--- config.mk ---
export PLATFORM = sky130hd
export DESIGN_NAME = trace_pkg_gen
export DESIGN_NICKNAME = d
export VERILOG_FILES = /design/src/rtl/trace_pkg_gen.sv
export SDC_FILE = /design/constraint.sdc
export NUM_CORES = 1
export LEC_CHECK = 0
export CAP_MARGIN = 5
export CELL_PAD_IN_SITES_DETAIL_PLACEMENT = 0
export CELL_PAD_IN_SITES_GLOBAL_PLACEMENT = 2
export CORE_MARGIN = 5
export CORE_UTILIZATION = 40
export DETAILED_ROUTE_END_ITERATION = 12
export GPL_TIMING_DRIVEN = 0
export PLACE_DENSITY = 0.73
export SLEW_MARGIN = 20
export SYNTH_ARGS = -nofsm -noshare
export SYNTH_HDL_FRONTEND = slang
export SYNTH_SLANG_ARGS = --single-unit
--- constraint.sdc ---
create_clock -name clk_i -period 18.6 [get_ports clk_i]
set_input_delay 3.72 -clock clk_i [delete_from_list [all_inputs] [get_ports clk_i]]
set_output_delay 3.72 -clock clk_i [all_outputs]
set_load 0.02 [all_outputs]
--- src/rtl/trace_pkg_gen.sv ---
// trace_pkg_gen: captures per-instruction retire info from the writeback stage, packs it
// into a 256-bit trace package and buffers it in a small FIFO for the trace consumer.
// When the FIFO is full and nothing drains, the package is dropped: the drop is counted and
// the next accepted package carries a drop-before marker. The core is never stalled.
//
// Optional build macro: TRACE_PC_FILTER_EN adds filt_lo_i/filt_hi_i and captures only
// retires whose PC lies in [filt_lo_i, filt_hi_i] (unsigned, inclusive).
//
// Ports:
//   clk_i, rst_i               clock, asynchronous active-high reset
//   trace_en_i                 tracing enable (level)
//   retire_*_i                 writeback-stage retire information
//   filt_lo_i, filt_hi_i       PC filter window (TRACE_PC_FILTER_EN only)
//   pkg_ready_i                consumer accepts the head package
//   pkg_valid_o, pkg_o         FIFO head package
//   drop_cnt_o                 saturating dropped-package count
//   busy_o                     FIFO non-empty or not idle
module trace_pkg_gen #(
    parameter int unsigned FIFO_DEPTH = 4,
    parameter int unsigned SEQ_W      = 16
) (
    input  logic          clk_i,
    input  logic          rst_i,
    input  logic          trace_en_i,
    input  logic          retire_valid_i,
    input  logic          retire_trap_i,
    input  logic [63:0]   retire_pc_i,
    input  logic [31:0]   retire_insn_i,
    input  logic          retire_rd_we_i,
    input  logic [4:0]    retire_rd_i,
    input  logic [63:0]   retire_rd_data_i,
    input  logic          retire_mem_rd_i,
    input  logic          retire_mem_wr_i,
    input  logic [63:0]   retire_mem_addr_i,
    input  logic [1:0]    retire_prv_i,
`ifdef TRACE_PC_FILTER_EN
    input  logic [63:0]   filt_lo_i,
    input  logic [63:0]   filt_hi_i,
`endif
    input  logic          pkg_ready_i,
    output logic          pkg_valid_o,
    output logic [255:0]  pkg_o,
    output logic [15:0]   drop_cnt_o,
    output logic          busy_o
);

    localparam int unsigned PtrW = (FIFO_DEPTH > 1) ? $clog2(FIFO_DEPTH) : 1;
    localparam int unsigned CntW = PtrW + 1;

    typedef enum logic [1:0] {
        StIdle,
        StRun,
        StFlush
    } state_e;

    state_e            state_q, state_d;
    logic [SEQ_W-1:0]  seq_q, seq_d;
    logic              drop_pend_q, drop_pend_d;
    logic [15:0]       drop_cnt_q, drop_cnt_d;
    logic [PtrW-1:0]   wr_ptr_q, wr_ptr_d;
    logic [PtrW-1:0]   rd_ptr_q, rd_ptr_d;
    logic [CntW-1:0]   cnt_q, cnt_d;
    logic [255:0]      mem_q [FIFO_DEPTH];

    logic              pc_pass;
    logic              capture;
    logic              full;
    logic              push;
    logic              pop;
    logic              drop;
    logic [255:0]      pkg_d;

`ifdef TRACE_PC_FILTER_EN
    // An inverted window (lo > hi) can never satisfy both bounds, so it filters everything.
    assign pc_pass = (retire_pc_i >= filt_lo_i) && (retire_pc_i <= filt_hi_i);
`else
    assign pc_pass = 1'b1;
`endif

    assign capture     = (state_q == StRun) && retire_valid_i && pc_pass;
    assign full        = (cnt_q == CntW'(FIFO_DEPTH));
    assign pkg_valid_o = (cnt_q != '0);
    assign pop         = pkg_valid_o && pkg_ready_i;
    // A same-cycle pop frees the slot, so a full FIFO still accepts.
    assign push        = capture && (!full || pop);
    assign drop        = capture && full && !pop;

    assign pkg_o      = pkg_valid_o ? mem_q[rd_ptr_q] : '0;
    assign drop_cnt_o = drop_cnt_q;
    assign busy_o     = pkg_valid_o || (state_q != StIdle);

    always_comb begin
        pkg_d            = '0;
        pkg_d[0+:64]     = retire_rd_we_i ? retire_rd_data_i : 64'd0;
        pkg_d[64+:64]    = (retire_mem_rd_i || retire_mem_wr_i) ? retire_mem_addr_i : 64'd0;
        pkg_d[128+:32]   = retire_insn_i;
        pkg_d[160+:64]   = retire_pc_i;
        pkg_d[224+:5]    = retire_rd_we_i ? retire_rd_i : 5'd0;
        pkg_d[229]       = retire_rd_we_i;
        pkg_d[230]       = retire_mem_rd_i;
        pkg_d[231]       = retire_mem_wr_i;
        pkg_d[232+:2]    = retire_prv_i;
        pkg_d[234+:SEQ_W] = seq_q;
        pkg_d[254]       = drop_pend_q;
        pkg_d[255]       = retire_trap_i;
    end

    always_comb begin
        state_d = state_q;
        unique case (state_q)
            StIdle:  if (trace_en_i) state_d = StRun;
            StRun:   if (!trace_en_i) state_d = StFlush;
            StFlush: begin
                if (trace_en_i) begin
                    state_d = StRun;
                end else if (cnt_q == '0) begin
                    state_d = StIdle;
                end
            end
            default: state_d = StIdle;
        endcase
    end

    always_comb begin
        seq_d       = seq_q;
        drop_pend_d = drop_pend_q;
        drop_cnt_d  = drop_cnt_q;
        wr_ptr_d    = wr_ptr_q;
        rd_ptr_d    = rd_ptr_q;
        cnt_d       = cnt_q;

        // Sequence restarts on every new trace session; dropped retires still consume a number.
        if ((state_q == StIdle) && trace_en_i) begin
            seq_d = '0;
        end else if (capture) begin
            seq_d = seq_q + 1'b1;
        end

        if (drop) begin
            drop_pend_d = 1'b1;
            if (drop_cnt_q != 16'hFFFF) begin
                drop_cnt_d = drop_cnt_q + 16'd1;
            end
        end else if (push) begin
            drop_pend_d = 1'b0;
        end

        if (push) wr_ptr_d = wr_ptr_q + 1'b1;
        if (pop)  rd_ptr_d = rd_ptr_q + 1'b1;

        if (push && !pop) begin
            cnt_d = cnt_q + 1'b1;
        end else if (pop && !push) begin
            cnt_d = cnt_q - 1'b1;
        end
    end

    always_ff @(posedge clk_i or posedge rst_i) begin
        if (rst_i) begin
            state_q     <= StIdle;
            seq_q       <= '0;
            drop_pend_q <= 1'b0;
            drop_cnt_q  <= '0;
            wr_ptr_q    <= '0;
            rd_ptr_q    <= '0;
            cnt_q       <= '0;
        end else begin
            state_q     <= state_d;
            seq_q       <= seq_d;
            drop_pend_q <= drop_pend_d;
            drop_cnt_q  <= drop_cnt_d;
            wr_ptr_q    <= wr_ptr_d;
            rd_ptr_q    <= rd_ptr_d;
            cnt_q       <= cnt_d;
        end
    end

    // Storage needs no reset: the output is masked while the FIFO is empty.
    always_ff @(posedge clk_i) begin
        if (push) begin
            mem_q[wr_ptr_q] <= pkg_d;
        end
    end

endmodule

==> metrics.txt, run 1 <==
Final Critical Period 7420 ps; LEAKAGE 17.2 nW; Die ar. 109000 sq um; PortBufs 509; DP HPWL 68400 um; HP Class flip-flop to flip-flop; crit path DAT 3700 ps; met2 WL 50300 um; Skew-Pair Late Insertion Delay 680 ps; Slew @ Worst Pin 997 ps; Synth area leader edfxtp_1; Critical Path Fanout Max 10; first-pass GRT wire length 146000 um; core box area 102000 sq um; post-DR vias/cell 5.05; H-tree depth 3; Starting Density 40.3%; cts bufs inserted 109; # IOs 514; status finished clean; max-cap check violation count 0; largest family of logic cells by synthesized area multiplexers; vias in the first global route 22200; post-synthesis mux area share 14.0%; top sig layer met5; Seq pwr share 35.3%; Die Span Y 331 um; Pwr Density 154 nW/um^2; xor and xnor area share after synthesis 0.618%; yosys warns 0; Max Fclk 0.135 GHz; Util after Layout 51.3%; Synth Register Bits 1050; CTS clock-pin slew for the worst setup and hold paths 60 ps; Setup crit end kind output port; largest net degree at the start of global routing 42; Max VDD drop 0.000122 V; top cells by area, synth edfxtp_1 (74%), mux4_2 (14%), and2_1 (4.9%), dfrtp_1 (2.6%), nor2b_1 (0.97%); vias 20600; Initial DRC Count 1300; post-CTS setup repair buffer count 0; sequential share of the synthesized area 76.2%; CP required 14880 ps; top_reg_cell synth edfxtp_1; fin nets 2858; synth-to-layout area growth 27.2%; CTS max path bufs 3; max-slew violations 0; Synth top area share 73.7%; setup TNS 0 ps; M1 WL 40200 um; Synth Area in Simple Gates 7.42%; GP Congestion 0.754; pre-CTS WS 11430 ps; final hold violations 0; wirelength, routed 99700 um; Int Pwr 5.53 mW; Setup Skew 23.7 ps; total gr overflow 0; PnR worst setup slack 11180 ps; post-cts repair resize count 0; period utilization 39.9%; overall power 8.05 mW; CTS Hold Bufs 0; Psw 2.52 mW; clock root buffer clkbuf_16; Startpoint Class flip-flop; routed len/inst 24.4 um; Cell Area, Synth 41100 sq um; gr usage total 18.1%; post-synthesis compound-gate area fraction 0.198%; RSZ-0062 raised after global routing no; ANT nets after route 0; post-synth cell types 53; Hold Slack 497 ps; Post-synth ARST share 4.00%; drt first pass iters 6; # rows 117; relative slew slack 33.5%; Setup Viol. Count Final 0; post-synthesis adder-cell area fraction 0.262%; Avg Cell Area, Syn 21.0 sq um; DRC 0; DIE WIDTH 331 um; number of enable flip-flop cells after synthesis 1008; CTS tree yes; routed wl met3 7350 um; Worst Setup Path Type flip-flop to output port; Switching Share 31.3%; initial antenna violation count 21; Comb pwr share 37.8%; Synth Instances 1957; CTS sink cnt 1050; clock power share 26.9%; share of post-route cells with drive strength above 1 19.1%
==> registers in the layout, summed over array words and instances, names as in the netlist <==
register and flops:
seq_q 16, drop_cnt_o 16, rd_ptr_q 2, drop_pend_q 1, state_q 2, wr_ptr_q 2, mem_q 1008, cnt_q 3
==> cells in the final DEF, fill, tap and decap left out, types with 3 or more instances in the layout <==
master and count:
edfxtp_1 1008, clkdlybuf4s50_1 509, and2_1 321, mux4_2 252
clkbuf_16 111, clkbuf_1 71, nor2b_1 64, dfrtp_1 42
buf_2 34, clkinv_2 25, clkinv_1 21, nor2_1 20
nand2_1 17, diode_2 16, buf_16 16, xor2_1 15
xnor2_1 14, bufinv_16 13, buf_12 13, nor3_1 9
nand3_1 8, buf_6 8, nand4_1 7, inv_1 7
ha_1 7, buf_4 6, clkinvlp_4 6, buf_1 5
a21oi_1 4, o21ai_0 4, nor4_1 4, and2_4 4
conb_1 4, nand4_2 3, nor4_2 3, nor3b_1 3
nand3b_1 3, or3_1 3
==> cell type report <==
| cell class | instances | area, sq um |
|---|---|---|
| Fill cell | 8310 | 49600 |
| Buffer | 105 | 514 |
| Tap cell | 1368 | 1710 |
| Clock buffer | 132 | 2870 |
| Antenna cell | 16 | 40.0 |
| Clock inverter | 71 | 721 |
| Timing Repair Buffer | 539 | 5810 |
| Inverter | 8 | 30.0 |
| Multi-Input combinational cell | 797 | 9250 |
| Sequential cell | 1050 | 31300 |
==> power by group through the flow <==
| stage | Clock, mW | Sequential (mW) | Combinational (mW) |
|---|---|---|---|
| final | 2.17 | 2.84 | 3.04 |
| after global routing | 2.33 | 2.85 | 3.24 |
| after CTS | 2.23 | 2.84 | 3.13 |
| after detailed placement | 0 | 2.89 | 3.12 |
| after global placement | 0 | 2.99 | 3.07 |
| after floorplan | 0 | 2.93 | 1.72 |
==> final timing paths <==
kind	from	slack [ps]	endpoint	cells past startpoint
max	cnt_q[0]$_DFFE_PP0P_	11180	pkg_o[58]	6
min	cnt_q[2]$_DFFE_PP0P_	500	cnt_q[2]$_DFFE_PP0P_	1
max reg2reg	state_q[1]$_DFFE_PP0P_	15270	mem_q[1][147]$_DFFE_PP_	7
min reg2reg	cnt_q[2]$_DFFE_PP0P_	500	cnt_q[2]$_DFFE_PP0P_	1
max in group asynchronous	rst_i	14710	seq_q[15]$_DFFE_PP0P_	3
min in group asynchronous	rst_i	3380	drop_cnt_o[8]$_DFFE_PP0P_	2
==> synth_stat cells (all sizes together) (7+ instances only) <==
| library cell | number |
|---|---|
| ha | 7 |
| xor2 | 15 |
| buf | 52 |
| nor4 | 8 |
| nand4 | 11 |
| nor3 | 9 |
| clkbuf | 53 |
| mux4 | 252 |
| and2 | 325 |
| edfxtp | 1008 |
| dfrtp | 42 |
| nor2b | 64 |
| nor2 | 22 |
| xnor2 | 14 |
| inv | 8 |
| nand3 | 8 |
| nand2 | 17 |
==> through the flow <==
| stage | instance area [sq um] | std cells |
|---|---|---|
| floorplan | 41100 | 1960 |
| global placement | 47900 | 3837 |
| detailed placement | 48600 | 3867 |
| CTS | 52200 | 4070 |
| global route | 52200 | 4074 |
| finish | 52300 | 4086 |
==> routing by layer <==
| layer | up-vias | global-route usage (%) |
|---|---|---|
| met5 | - | 0 |
| met4 | 14 | 4.67 |
| met3 | 124 | 4.99 |
| met2 | 530 | 30.7 |
| met1 | 10800 | 23.3 |
| li1 | 9148 | - |
==> cells by family (layout without fill, tap and decap cells) <==
group | Yosys count | count (layout)
muxes | 257 | 257
DFF | 1050 | 1050
other | 1 | 20
xor gates and xnor gates | 29 | 29
and+or+nand+nor | 486 | 486
adders and majority gates | 8 | 8
AOI/OAI and AO/OA | 13 | 13
buffers and inverters | 113 | 855
==> worst max-delay path, stage by stage, from the launching register on <==
cell and delay (ps):
dfrtp_1 480, or3_1 150, clkbuf_1 320, clkbuf_2 500, clkbuf_1 530, and2_1 370, clkdlybuf4s50_1 670
Note: power is estimated with default switching activity, not from simulation.
==> run 2, diff against run 1 <==
- CORE_UTILIZATION: 40 -> 38
- PLACE_DENSITY: 0.73 -> 0.72
- clock period: 18.6 -> 6.1 ns (I/O delays scaled with it)
==> run 2 against run 1 <==
Effect of this change:
- register-to-register slack worse by 12000 ps
- total power grew to 3.0 times the previous value
- sequential cell count stayed put
- routed wire length is 0.55% higher
- largest power group unchanged
==> metrics.txt, run 2 (synthesis gave the netlist of run 1 again) <==
relative slew slack 41.4% (+7.9 points); Hold Slack 503 ps (+6.23 ps); placed cells 3901 (+0.88%); wirelength, routed 100000 um (+0.55%); # rows 120 (+2.6%); gr usage total 17.2% (-0.90 points); Setup Skew 23.6 ps (-0.182 ps); cts bufs inserted 110 (+0.92%); commonest non-fill, non-tap cell in the layout edfxtp_1; max reg flops 1008 (unchanged); GP Congestion 0.743 (-1.5%); CTS max path bufs 3 (unchanged); CTS tree yes; Setup crit end kind output port; period utilization 80.7%; status finished clean; vias 20600 (-0.12%); Skew-Pair Late Insertion Delay 680 ps (about the same); largest net degree at the start of global routing 45 (+7.1%); critical path's slowest cell clkdlybuf4s50_1; initial antenna violation count 17 (-19%); Slew @ Worst Pin 876 ps (-121 ps); first-pass GRT wire length 148000 um (+0.90%); Final Critical Period 4930 ps; DRC 0 (unchanged); drt first pass iters 5 (-1); clock root buffer clkbuf_16; Max Fclk 0.203 GHz; share of post-route cells with drive strength above 1 19.0% (-0.11 points); Startpoint Class flip-flop; routed len/inst 24.3 um (-0.23%); CP required 4880 ps (-10000 ps); Worst Setup Path Type flip-flop to output port; synth-to-layout area growth 27.2% (about the same); PnR worst setup slack 1170 ps (-10000 ps); Die ar. 115000 sq um (+5.1%); DIE WIDTH 339 um (+2.5%); total gr overflow 0 (unchanged); ANT nets after route 0 (unchanged); post-CTS setup repair buffer count 0 (unchanged); CTS sink cnt 1050 (unchanged); Setup Viol. Count Final 0 (unchanged); Critical Path Fanout Max 10 (unchanged); pre-CTS WS 1680 ps (-9750 ps); Critical Path, Cell by Cell or3_1 -> clkbuf_1 -> clkbuf_1 -> clkbuf_1 -> and2_1 -> clkdlybuf4s50_1; LEAKAGE 17.1 nW (-0.20%); CTS clock-pin slew for the worst setup and hold paths 60 ps (about the same); Die Span Y 339 um (+2.5%); # IOs 514 (unchanged); PortBufs 509 (unchanged); crit path DAT 3710 ps (about the same); overall power 24.5 mW (+200%); Max VDD drop 0.000287 V (+140%); most frequent cells in the layout edfxtp_1 (1008), clkdlybuf4s50_1 (509), and2_1 (321), mux4_2 (252), clkbuf_16 (110); CTS Hold Bufs 0 (unchanged); Starting Density 38.3% (-2.0 points); Pwr Density 469 nW/um^2 (+200%); fin nets 2858 (unchanged); vias in the first global route 22100 (-0.32%); Initial DRC Count 1227 (-5.6%); max-cap check violation count 0 (unchanged); Reg with most FFs mem_q; Max stage delay on crit path 860 ps (+190 ps); max-slew violations 0 (unchanged); setup TNS 0 ps (unchanged); final hold violations 0 (unchanged); core box area 107000 sq um (+5.2%); critical path's top delay family buffers and inverters; H-tree depth 3 (unchanged); final cell count without fillers 4118 (+0.78%); post-DR vias/cell 5.01 (-0.89%); RSZ-0062 raised after global routing no; post-cts repair resize count 0 (unchanged); CP Buf/Inv Count 4 (unchanged); HP Class flip-flop to flip-flop; most used cell, CP clkbuf_1; DP HPWL 67900 um (-0.72%)
-- run 2: cell count changes in the layout (fill, tap and decap cells not counted), moves of 2 or more --
cell / previous run / this run
clkinv_4: 2 / 4
clkinv_1: 21 / 25
diode_2: 16 / 13
bufinv_16: 13 / 11
inv_6: 2 / 4
clkinv_2: 25 / 20
-- run 2: per-stage QoR --
stage / util (%) / cell area, sq um
finish: 48.7 / 52300
global placement: 44.7 / 48000
detailed placement: 45.4 / 48700
global route: 48.7 / 52200
floorplan: - / 41100
CTS: 48.7 / 52200
-- run 2: worst paths after layout --
check / startpoint / end / slack (ps) / cells past startpoint
max in group asynchronous: rst_i / seq_q[14]$_DFFE_PP0P_ / 4760 / 3
hold / removal: cnt_q[2]$_DFFE_PP0P_ / cnt_q[2]$_DFFE_PP0P_ / 500 / 1
min in group asynchronous: rst_i / drop_cnt_o[0]$_DFFE_PP0P_ / 840 / 2
setup / recovery: cnt_q[0]$_DFFE_PP0P_ / pkg_o[226] / 1170 / 6
hold reg to reg: cnt_q[2]$_DFFE_PP0P_ / cnt_q[2]$_DFFE_PP0P_ / 500 / 1
setup reg to reg: state_q[1]$_DFFE_PP0P_ / mem_q[1][152]$_DFFE_PP_ / 3000 / 7
-- run 2: per-layer routing --
layer,vias up,share of wire [%],GRT usage (%)
met3,132,6.7,4.99
met4,10,2.1,4.06
met1,10800,40,21.4
met5,-,0.068,0
met2,528,51,29.8
li1,9128,-,-
-- run 2: power by group --
| part | switching, mW | internal [mW] | total (mW) |
|---|---|---|---|
| clock | 2.72 | 3.80 | 6.51 |
| combinational | 4.87 | 4.46 | 9.32 |
| sequential | 0.139 | 8.52 | 8.66 |
| total | 7.72 | 16.8 | 24.5 |
-- run 2: cell type report --
class,instances,area [sq um]
Clock buffer,131,2840
Tap cell,1403,1760
Fill cell,8894,54900
Timing Repair Buffer,538,5790
Buffer,105,515
Antenna cell,13,32.5
Multi-Input combinational cell,797,9260
Sequential cell,1050,31300
Clock inverter,73,714
Inverter,8,30.0
-- run 2: worst reg2reg max path: stages, from the launching register on --
cell and delay, ps:
dfrtp_1 460, nand3b_1 330, nor2_1 550, and2_4 270
buf_16 230, buf_16 310, buf_16 330, buf_16 280
